File: src/rtl/pump_sched_pkg.sv
`default_nettype none
// ============================================================================
//  Module  : pump_sched_pkg
//  Brief   : Shared types and helper functions for the lead/lag pump
//            scheduler and its millisecond tick divider.
//  Revision: 1.0  initial release
// ============================================================================
package pump_sched_pkg;

    typedef enum logic [1:0] {
        IDLE      = 2'd0,
        RUN       = 2'd1,
        SWITCH    = 2'd2,
        ALL_FAULT = 2'd3
    } sched_state_t;

    typedef enum logic {
        PUMP_A = 1'b0,
        PUMP_B = 1'b1
    } pump_id_t;

    // Clocks per millisecond, never less than one so the divider stays legal
    function automatic int ms_div(input int clk_hz);
        int d;
        d = clk_hz / 1000;
        return (d < 1) ? 1 : d;
    endfunction

    // Bits needed to hold 0..max_val, at least one bit
    function automatic int cnt_w(input int max_val);
        return (max_val < 1) ? 1 : $clog2(max_val + 1);
    endfunction

endpackage
`default_nettype wire

File: src/rtl/pump_lead_lag_scheduler_ms_tick_gen.sv
`default_nettype none
// ============================================================================
//  Module  : ms_tick_gen
//  Brief   : Free-running divider producing a one-cycle pulse every
//            millisecond of the given clock frequency.
//  Revision: 1.0  initial release
// ============================================================================
module ms_tick_gen
    import pump_sched_pkg::*;
#(
    parameter int CLK_HZ = 100_000_000
)(
    input  logic clk,
    input  logic rst_n,
    output logic o_tick
);

    localparam int DIV  = ms_div(CLK_HZ);
    localparam int CW   = (DIV > 1) ? $clog2(DIV) : 1;
    localparam logic [CW-1:0] c_last = CW'(DIV - 1);

    logic [CW-1:0] r_cnt;
    logic          r_tick;
    logic          w_wrap;

    assign w_wrap = (r_cnt == c_last);
    assign o_tick = r_tick;

    // Count clocks and pulse once per wrap of the divider
    always_ff @(posedge clk) begin
        if (!rst_n) begin
            r_cnt  <= '0;
            r_tick <= 1'b0;
        end else begin
            r_cnt  <= w_wrap ? '0 : r_cnt + CW'(1);
            r_tick <= w_wrap;
        end
    end

endmodule
`default_nettype wire

File: src/rtl/pump_lead_lag_scheduler.sv
`default_nettype none
// ============================================================================
//  Module  : pump_lead_lag_scheduler
//  Brief   : Turns one demand request into a run enable for exactly one of
//            two pumps, with min on/off times, lead alternation and failover.
//  Revision: 1.0  initial release
// ============================================================================
module pump_lead_lag_scheduler
    import pump_sched_pkg::*;
#(
    parameter int CLK_HZ        = 100_000_000,
    parameter int MIN_ON_MS     = 1000,
    parameter int MIN_OFF_MS    = 2000,
    parameter int SWITCH_GAP_MS = 100,
    parameter int CNT_W         = 16
)(
    input  logic             clk,
    input  logic             rst_n,
    input  logic             i_req_run,
    input  logic             i_fault_a,
    input  logic             i_fault_b,
    output logic             o_pump_en_a,
    output logic             o_pump_en_b,
    output logic             o_lead_b,
    output logic             o_alarm_all_fault,
    output logic [CNT_W-1:0] o_starts_a,
    output logic [CNT_W-1:0] o_starts_b
);

    localparam int ON_W  = cnt_w(MIN_ON_MS);
    localparam int OFF_W = cnt_w(MIN_OFF_MS);
    localparam int GAP_W = cnt_w(SWITCH_GAP_MS);
    localparam logic [ON_W-1:0]  c_on_lim  = ON_W'(MIN_ON_MS);
    localparam logic [OFF_W-1:0] c_off_lim = OFF_W'(MIN_OFF_MS);
    localparam logic [GAP_W-1:0] c_gap_lim = GAP_W'(SWITCH_GAP_MS);

    sched_state_t     r_state, w_state_nxt;
    pump_id_t         r_sel, w_sel_nxt;
    logic             r_lead, w_lead_nxt;
    logic [ON_W-1:0]  r_on_ms;
    logic [OFF_W-1:0] r_off_ms;
    logic [GAP_W-1:0] r_gap_ms;
    logic [CNT_W-1:0] r_starts_a, r_starts_b;
    logic             r_en_a, r_en_b, r_alarm;

    logic     w_tick;
    logic     w_on_done, w_off_done, w_gap_done;
    logic     w_clr_on, w_clr_off, w_clr_gap, w_inc_a, w_inc_b;
    logic     w_fault_lead, w_fault_sel, w_fault_oth;
    pump_id_t w_lead_id, w_other_lead, w_target, w_other_sel;
    logic     w_en_a_nxt, w_en_b_nxt, w_alarm_nxt;

    ms_tick_gen #(
        .CLK_HZ (CLK_HZ)
    ) u_tick (
        .clk    (clk),
        .rst_n  (rst_n),
        .o_tick (w_tick)
    );

    assign w_on_done  = (r_on_ms  >= c_on_lim);
    assign w_off_done = (r_off_ms >= c_off_lim);
    assign w_gap_done = (r_gap_ms >= c_gap_lim);

    // Pick rule: lead if healthy, otherwise the other pump
    assign w_lead_id    = r_lead ? PUMP_B : PUMP_A;
    assign w_other_lead = r_lead ? PUMP_A : PUMP_B;
    assign w_fault_lead = r_lead ? i_fault_b : i_fault_a;
    assign w_target     = w_fault_lead ? w_other_lead : w_lead_id;

    // Health of the running pump and of its partner
    assign w_other_sel  = (r_sel == PUMP_A) ? PUMP_B : PUMP_A;
    assign w_fault_sel  = (r_sel == PUMP_A) ? i_fault_a : i_fault_b;
    assign w_fault_oth  = (r_sel == PUMP_A) ? i_fault_b : i_fault_a;

    // Millisecond timers: clear on request, otherwise count ticks up to limit
    always_ff @(posedge clk) begin
        if (!rst_n) begin
            r_on_ms  <= '0;
            r_off_ms <= c_off_lim;
            r_gap_ms <= '0;
        end else begin
            if (w_clr_on)
                r_on_ms <= '0;
            else if (w_tick && !w_on_done)
                r_on_ms <= r_on_ms + ON_W'(1);

            if (w_clr_off)
                r_off_ms <= '0;
            else if (w_tick && !w_off_done)
                r_off_ms <= r_off_ms + OFF_W'(1);

            if (w_clr_gap)
                r_gap_ms <= '0;
            else if (w_tick && !w_gap_done)
                r_gap_ms <= r_gap_ms + GAP_W'(1);
        end
    end

    // State register with selected pump, lead flag and saturating start counts
    always_ff @(posedge clk) begin
        if (!rst_n) begin
            r_state    <= IDLE;
            r_sel      <= PUMP_A;
            r_lead     <= 1'b0;
            r_starts_a <= '0;
            r_starts_b <= '0;
        end else begin
            r_state <= w_state_nxt;
            r_sel   <= w_sel_nxt;
            r_lead  <= w_lead_nxt;
            if (w_inc_a && (r_starts_a != '1))
                r_starts_a <= r_starts_a + CNT_W'(1);
            if (w_inc_b && (r_starts_b != '1))
                r_starts_b <= r_starts_b + CNT_W'(1);
        end
    end

    // Next-state logic; a fault on the running pump outranks a demand-stop
    always_comb begin
        w_state_nxt = r_state;
        w_sel_nxt   = r_sel;
        w_lead_nxt  = r_lead;
        w_clr_on    = 1'b0;
        w_clr_off   = 1'b0;
        w_clr_gap   = 1'b0;
        w_inc_a     = 1'b0;
        w_inc_b     = 1'b0;
        case (r_state)
            IDLE: begin
                if (i_fault_a && i_fault_b) begin
                    w_state_nxt = ALL_FAULT;
                end else if (i_req_run && w_off_done) begin
                    w_state_nxt = RUN;
                    w_sel_nxt   = w_target;
                    w_clr_on    = 1'b1;
                    w_inc_a     = (w_target == PUMP_A);
                    w_inc_b     = (w_target == PUMP_B);
                end
            end
            RUN: begin
                if (w_fault_sel) begin
                    if (!w_fault_oth) begin
                        w_state_nxt = SWITCH;
                        w_clr_gap   = 1'b1;
                    end else begin
                        w_state_nxt = ALL_FAULT;
                    end
                end else if (!i_req_run && w_on_done) begin
                    w_state_nxt = IDLE;
                    w_lead_nxt  = ~r_lead;
                    w_clr_off   = 1'b1;
                end
            end
            SWITCH: begin
                if (w_fault_oth) begin
                    w_state_nxt = ALL_FAULT;
                end else if (w_gap_done) begin
                    if (i_req_run) begin
                        // Failover restart skips the minimum off time
                        w_state_nxt = RUN;
                        w_sel_nxt   = w_other_sel;
                        w_clr_on    = 1'b1;
                        w_inc_a     = (w_other_sel == PUMP_A);
                        w_inc_b     = (w_other_sel == PUMP_B);
                    end else begin
                        w_state_nxt = IDLE;
                        w_clr_off   = 1'b1;
                    end
                end
            end
            ALL_FAULT: begin
                if (!i_fault_a || !i_fault_b) begin
                    w_state_nxt = IDLE;
                    w_clr_off   = 1'b1;
                end
            end
            default: begin
                w_state_nxt = IDLE;
            end
        endcase
    end

    // Output decode from the next state so outputs are registered copies
    always_comb begin
        w_en_a_nxt  = (w_state_nxt == RUN) && (w_sel_nxt == PUMP_A);
        w_en_b_nxt  = (w_state_nxt == RUN) && (w_sel_nxt == PUMP_B);
        w_alarm_nxt = (w_state_nxt == ALL_FAULT);
    end

    // Output registers
    always_ff @(posedge clk) begin
        if (!rst_n) begin
            r_en_a  <= 1'b0;
            r_en_b  <= 1'b0;
            r_alarm <= 1'b0;
        end else begin
            r_en_a  <= w_en_a_nxt;
            r_en_b  <= w_en_b_nxt;
            r_alarm <= w_alarm_nxt;
        end
    end

    assign o_pump_en_a       = r_en_a;
    assign o_pump_en_b       = r_en_b;
    assign o_lead_b          = r_lead;
    assign o_alarm_all_fault = r_alarm;
    assign o_starts_a        = r_starts_a;
    assign o_starts_b        = r_starts_b;

endmodule
`default_nettype wire
File: config.mk
export PLATFORM = sky130hd
export DESIGN_NAME = pump_lead_lag_scheduler
export DESIGN_NICKNAME = d
export VERILOG_FILES = /design/src/rtl/pump_sched_pkg.sv /design/src/rtl/pump_lead_lag_scheduler_ms_tick_gen.sv /design/src/rtl/pump_lead_lag_scheduler.sv
export SDC_FILE = /design/constraint.sdc
export NUM_CORES = 1
export LEC_CHECK = 0
export CAP_MARGIN = 20
export CORE_UTILIZATION = 61
export CTS_CLUSTER_DIAMETER = 100
export DETAILED_ROUTE_END_ITERATION = 7
export GPL_ROUTABILITY_DRIVEN = 0
export PLACE_DENSITY = 0.95
export SLEW_MARGIN = 10
export SYNTH_ARGS = -nofsm -noshare
export SYNTH_HDL_FRONTEND = slang
export SYNTH_SLANG_ARGS = --single-unit
File: constraint.sdc
create_clock -name clk -period 4.85 [get_ports clk]
set_clock_uncertainty 0.15 [all_clocks]
set_input_delay 0.485 -clock clk [delete_from_list [all_inputs] [get_ports clk]]
set_output_delay 0.485 -clock clk [all_outputs]
set_load 0.02 [all_outputs]
## Word level (Yosys, flattened, before mapping)

Index checks and enable logic that the tools add are counted.

- Add/subtract/negate cells: 6
- Bitwise logic cells: 5
- Equality and inequality tests: 8
- Multiplexer cells: 53
- $mul: 0
- Shift-type cells: 0
- Reduce and logical (&&, ||, !) cells: 24
- Div/mod/pow operators: 0
- Magnitude comparators: 3

Operators by type and width:

| kind | count |
|---|---|
| 1-bit two-way mux | 38 |
| 16-bit by 1-bit adder with 16-bit output, second input constant | 2 |
| 16-bit != test, second input constant | 2 |
| 11-bit two-way mux | 2 |
| 17-bit by 1-bit adder with 17-bit output, second input constant | 1 |
| 17-bit equality test, second input constant | 1 |
| 2-bit two-way mux | 7 |
| 11-bit by 1-bit adder with 11-bit output, second input constant | 1 |
| 11-bit greater-or-equal comparator, second input constant | 1 |
| 10-bit by 1-bit adder with 10-bit output, second input constant | 1 |
| 10-bit greater-or-equal comparator, second input constant | 1 |
| 1-bit logical AND | 10 |
| 1-bit case mux with 2 select lines | 4 |
| 2-bit case mux with 4 select lines | 1 |
| 2-bit OR reduction | 4 |
| 7-bit by 1-bit adder with 7-bit output, second input constant | 1 |
| 7-bit greater-or-equal comparator, second input constant | 1 |
| 2-bit equality test, second input constant | 3 |
| 1-bit logical NOT | 6 |
| 1-bit inverter | 5 |
| 2-bit by 1-bit equality test with 1-bit output, second input constant | 2 |
| 1-bit case mux with 3 select lines | 1 |
| 3-bit AND reduction | 1 |
| 2-bit logical NOT | 1 |
| other kinds (2) | 2 |

- Logic and storage cells: 113
- Output and inout bits: 36
- Bits in latches: 0
- Bits in writable memories: 0
- Memories: 0
- Bits in registers: 85
- Bits of input ports: 5
- Memory bits (read-only): 0

## Longest topological paths before layout

- Depth after elaboration: 7
- Depth in mapped cells: 8
- Mapped depth without buffers: 6

## By module

A second synthesis with hierarchy kept.

- Cell total of the unflattened synthesis: 495
- Area, all modules: 4304.1 um^2

Modules (own cells, without submodules):

| module | sequential area each (um^2) | cells each | instances | area an instance (um^2) |
|---|---|---|---|---|
| pump_lead_lag_scheduler | 1341.3 | 407 | 1 | 3504.6 |
| ms_tick_gen | 360.3 | 88 | 1 | 799.5 |

## Worst setup path before layout

No wires, ideal clock.

- Path kind: input to register
- Start point: in i_fault_a
- End point: reg r_starts_a[6] (netlist: o_starts_a[6])
- Stages on the path: 7
- Arrival: 2.061 ns
- Setup time: 0.115 ns
- Setup slack: 2.525 ns
- Buffers on the path: 2
- Required time: 4.585 ns
- Cell sequence: clkbuf_1 > nor2_1 > or4b_1 > a221o_1 > buf_2 > o21a_1 > o21a_1

- Cells in the longest elaborated chain, start to end: 7
- Elaborated cells between the ends (all ways): 10
- Classes of those cells: mux: 7; bitwise: 1; reduce/logical: 2

RTL lines:

| element | line | text |
|---|---|---|
| from (decl) | pump_lead_lag_scheduler.sv:20 | `input logic i_fault_a,` |
| 1-bit two-way mux | pump_lead_lag_scheduler.sv:68 | `assign w_fault_lead = r_lead ? i_fault_b : i_fault_a;` |
| 1-bit two-way mux | pump_lead_lag_scheduler.sv:69 | `assign w_target = w_fault_lead ? w_other_lead : w_lead_id;` |
| 1-bit inverter | pump_lead_lag_scheduler.sv:137 | `w_inc_a = (w_target == PUMP_A);` |
| 1-bit two-way mux | pump_lead_lag_scheduler.sv:133 | `end else if (i_req_run && w_off_done) begin` |
| 1-bit two-way mux | pump_lead_lag_scheduler.sv:131 | `if (i_fault_a && i_fault_b) begin` |
| 1-bit case mux with 2 select lines (*) | pump_lead_lag_scheduler.sv:129 | `case (r_state)` |
| 1-bit logical AND (*) | pump_lead_lag_scheduler.sv:112 | `if (w_inc_a && (r_starts_a != '1))` |
| to (signal assigned) | pump_lead_lag_scheduler.sv:113 | `r_starts_a <= r_starts_a + CNT_W'(1);` |
| to (decl) | pump_lead_lag_scheduler.sv:43 | `logic [CNT_W-1:0] r_starts_a, r_starts_b;` |

Mark *: on every way between the ends. The rest lies on a longest branch, timed or not.
A chain may end at the register's enable or synchronous reset.

## Worst setup path after layout

- Start point: in i_req_run
- End point: reg r_starts_a[8] (netlist: o_starts_a[8])

- Cells in the longest elaborated chain, start to end: 5
- Elaborated cells between the ends (all ways): 8
- Classes of those cells: mux: 6; reduce/logical: 2

RTL lines:

| element | line | text |
|---|---|---|
| from (decl) | pump_lead_lag_scheduler.sv:19 | `input logic i_req_run,` |
| 1-bit two-way mux or 1-bit logical AND (tied branches) | pump_lead_lag_scheduler.sv:159, pump_lead_lag_scheduler.sv:133 |  |
| 1-bit two-way mux (on tied branches) | pump_lead_lag_scheduler.sv:158, pump_lead_lag_scheduler.sv:133 |  |
| 1-bit two-way mux (on tied branches) | pump_lead_lag_scheduler.sv:156, pump_lead_lag_scheduler.sv:131 |  |
| 1-bit case mux with 2 select lines (*) | pump_lead_lag_scheduler.sv:129 |  |
| 1-bit logical AND (*) | pump_lead_lag_scheduler.sv:112 |  |

Marked as above.

==> out/metrics.csv <==
stage,metric,value,unit
place,post-DP HPWL,6150,um
route,routed wire length per instance,15.2,um
setup_path,R2R depth,5,
min_path,WHS Endpoint,u_tick.r_cnt[0],
synth,leading post-synthesis cells by cell area,"dfxtp_1 (41%), nor2_1 (5.4%), xor2_1 (5.3%), a21oi_1 (3.4%), ha_1 (3.3%)",
floorplanning,Die Y,84.3,um
grt,GR Util All Layers,27.2,%
layout,share of cells above drive strength 1,4.75,%
synth,yosys warns,0,
pwr,worst vdd rail ir drop,159,uV
timing,fmax,350,MHz
floorplanning,number of I/O pins,41,
place,port bufs,40,
clocking,Clock Path Buffers,2,
setup_path,"Req. time, crit path",4.99,ns
timing,unrepaired setup endpoints after global routing,no,
timing,Least-Margin Pin Slew,0.821,ns
synth,asr flop ratio synth,0,%
setup_path,WP data arrival,3.00,ns
place,Place WS,1.69,ns
grt,total grt overflow,0,
synth,Synth top area share,41.2,%
route,drt total wl,9150,um
min_path,depth of the worst hold-timing path,1,
route,Vias,3747,
clocking,clock-pin slew on the worst setup and hold paths,0.09,ns
timing,endpoints failing setup,0,
timing,fin. max-slew vios,0,
setup_path,critical setup path kind,input port to register,
route,DR vias/cell,6.21,
clocking,setup bufs post-CTS,0,
setup_path,Worst setup SP type,input port,
floorplanning,core box area,6460,um^2
layout,area added between synthesis and finish,15.8,%
pwr,PwrDens,293,nW/um^2
synth,Synth Register Bits,85,
timing,setup ws final,1.99,ns
clocking,root buf cell,clkbuf_8,
clocking,# hold bufs at CTS,0,
run_status,violated checks,design-rule violations,
layout,Nets,537,
synth,"EDFF count, synth",0,
clocking,CTS Sinks,85,
clocking,CTS buffer count,9,
floorplanning,Initial Utilization,64.0,%
grt,largest net degree at the start of global routing,32,
timing,Final Hold Fails,0,
route,DR iter-0 viols,199,
timing,post-route clock period utilization,58.9,%
flow_run,max cap viols,0,
synth,Avg Synthesized Cell Area,8.47,um^2
setup_path,CP max FO,17,
floorplanning,die width,84.3,um
timing,setup TNS,0,ns
clocking,CTS tree,built,
synth,post-synthesis cell type count,50,
timing,min Tclk post-route,2.86,ns
timing,slew margin rel.,44.7,%
setup_path,RR Endpoint,r_off_ms[0],
setup_path,type of destination of the critical path,register,
synth,cell taking the most area after synthesis,dfxtp_1,
setup_path,r2r setup slk,2.20,ns
route,DRC,6,
synth,Post-synth top flop,dfxtp_1,
clocking,htree depth,3,
synth,"Cell Area, Synth",4130,um^2
min_path,Worst Hold Class,register to register,
grt,first-pass GRT wire length,15600,um
clocking,post-cts resize count,0,
route,drt first pass iters,7,
min_path,hold path startpoint,u_tick.r_cnt[0],
synth,Syn Nets,504,
pwr,static leakage,1.65,nW
floorplanning,FP Rows,29,
synth,sequential cell area fraction in the yosys report,41.2,%
setup_path,RR Startpoint,r_state[0],
floorplanning,die area,7110,um^2
synth,Syn Inst Count,488,
clocking,clock latency on the worst-skew pair,0.36,ns
run_status,status,"finished, violations left",
layout,# diodes,0,
grt,number of global-route vias before repair,3540,
route,ANT nets after route,0,
grt,initial antenna violation count,0,
[report_power, final]
group,internal (mW),switching [mW],total [mW]
sequential,0.711,0.0209,0.732
combinational,0.0423,0.0666,0.109
clock,0.317,0.245,0.562
[cell families after synthesis]
kind of cell / synth area share, %
xor gates and xnor gates: 8.27
AOI/OAI and AO/OA: 13.0
muxes: 2.27
and+or+nand+nor: 28.1
buffers and inverters: 3.84
adders and majority gates: 3.33
DFF: 41.2
[flip-flops by register name (all words and copies together), names as in the netlist]
signal	count
o_pump_en_a	1
o_starts_b	16
o_starts_a	16
r_state	2
r_sel	1
o_pump_en_b	1
u_tick.r_cnt	17
r_off_ms	11
o_alarm_all_fault	1
r_gap_ms	7
r_on_ms	10
o_lead_b	1
u_tick.o_tick	1
[layout make-up]
type | count | area [um^2]
Clock buffer | 12 | 155
Clock inverter | 4 | 70.1
Sequential cell | 85 | 1700
Timing Repair Buffer | 43 | 423
Multi-Input combinational cell | 364 | 2270
Tap cell | 77 | 96.3
Fill cell | 462 | 1670
Inverter | 18 | 67.6
[worst max-delay path, cell delays in order]
cell and delay [ns]:
clkdlybuf4s50_1 0.60, nand4_1 0.15, or4b_1 0.59, a221o_1 0.53, or4_1 0.49, a21oi_1 0.15
[cells in the mapped netlist, types with 10 or more instances]
master and number:
clkbuf_1 15, xor2_1 25, xnor2_1 14, nand4_1 21, nor2_1 60, a21oi_1 28
or3_1 10, and3_1 12, ha_1 11, nand3_1 27, o21ai_0 16, or4_1 15
nand2_1 35, inv_1 18, dfxtp_1 85, o31ai_1 12
[how the worst max path moves through the flow]
stage	startpoint	to	cells after the start
global route	i_req_run	o_starts_a[10]	6
CTS	i_req_run	o_starts_a[8]	6
global placement	i_req_run	o_starts_a[10]	6
floorplan	i_fault_a	o_starts_a[6]	7
detailed placement	i_req_run	o_starts_a[10]	6
finish	i_req_run	o_starts_a[8]	6
[metrics by stage]
step                      instances  power (mW)  hold slack (ns)  util (%)  area, um^2
final                           603        1.40            0.333      74.1        4790
after global routing            603        1.45            0.350      74.1        4790
after CTS                       603        1.40            0.334      74.1        4790
after detailed placement        587       0.854            0.308      70.6        4560
after global placement          587       0.849            0.290      70.6        4560
after floorplan                 488       0.822            0.276         -        4130
[layout by cell type, fill, tap and decap left out, types with 10 or more instances in the layout]
cell type | netlist | final
nand4_1 | 21 | 21
xnor2_1 | 14 | 14
dfxtp_1 | 85 | 85
nor2_1 | 60 | 60
nand2_1 | 35 | 35
o31ai_1 | 12 | 12
and3_1 | 12 | 12
a21oi_1 | 28 | 28
or3_1 | 10 | 10
o21ai_0 | 16 | 16
nand3_1 | 27 | 27
clkdlybuf4s50_1 | 0 | 40
xor2_1 | 25 | 25
inv_1 | 18 | 18
clkbuf_8 | 0 | 11
ha_1 | 11 | 11
or4_1 | 15 | 15
[metal layers]
layer	GRT usage, %	wire length (um)
met1	31.8	3860
met5	0	0
met2	47.3	4530
met3	3.83	452
met4	16.5	306
Power figures use the tool's default switching activity.
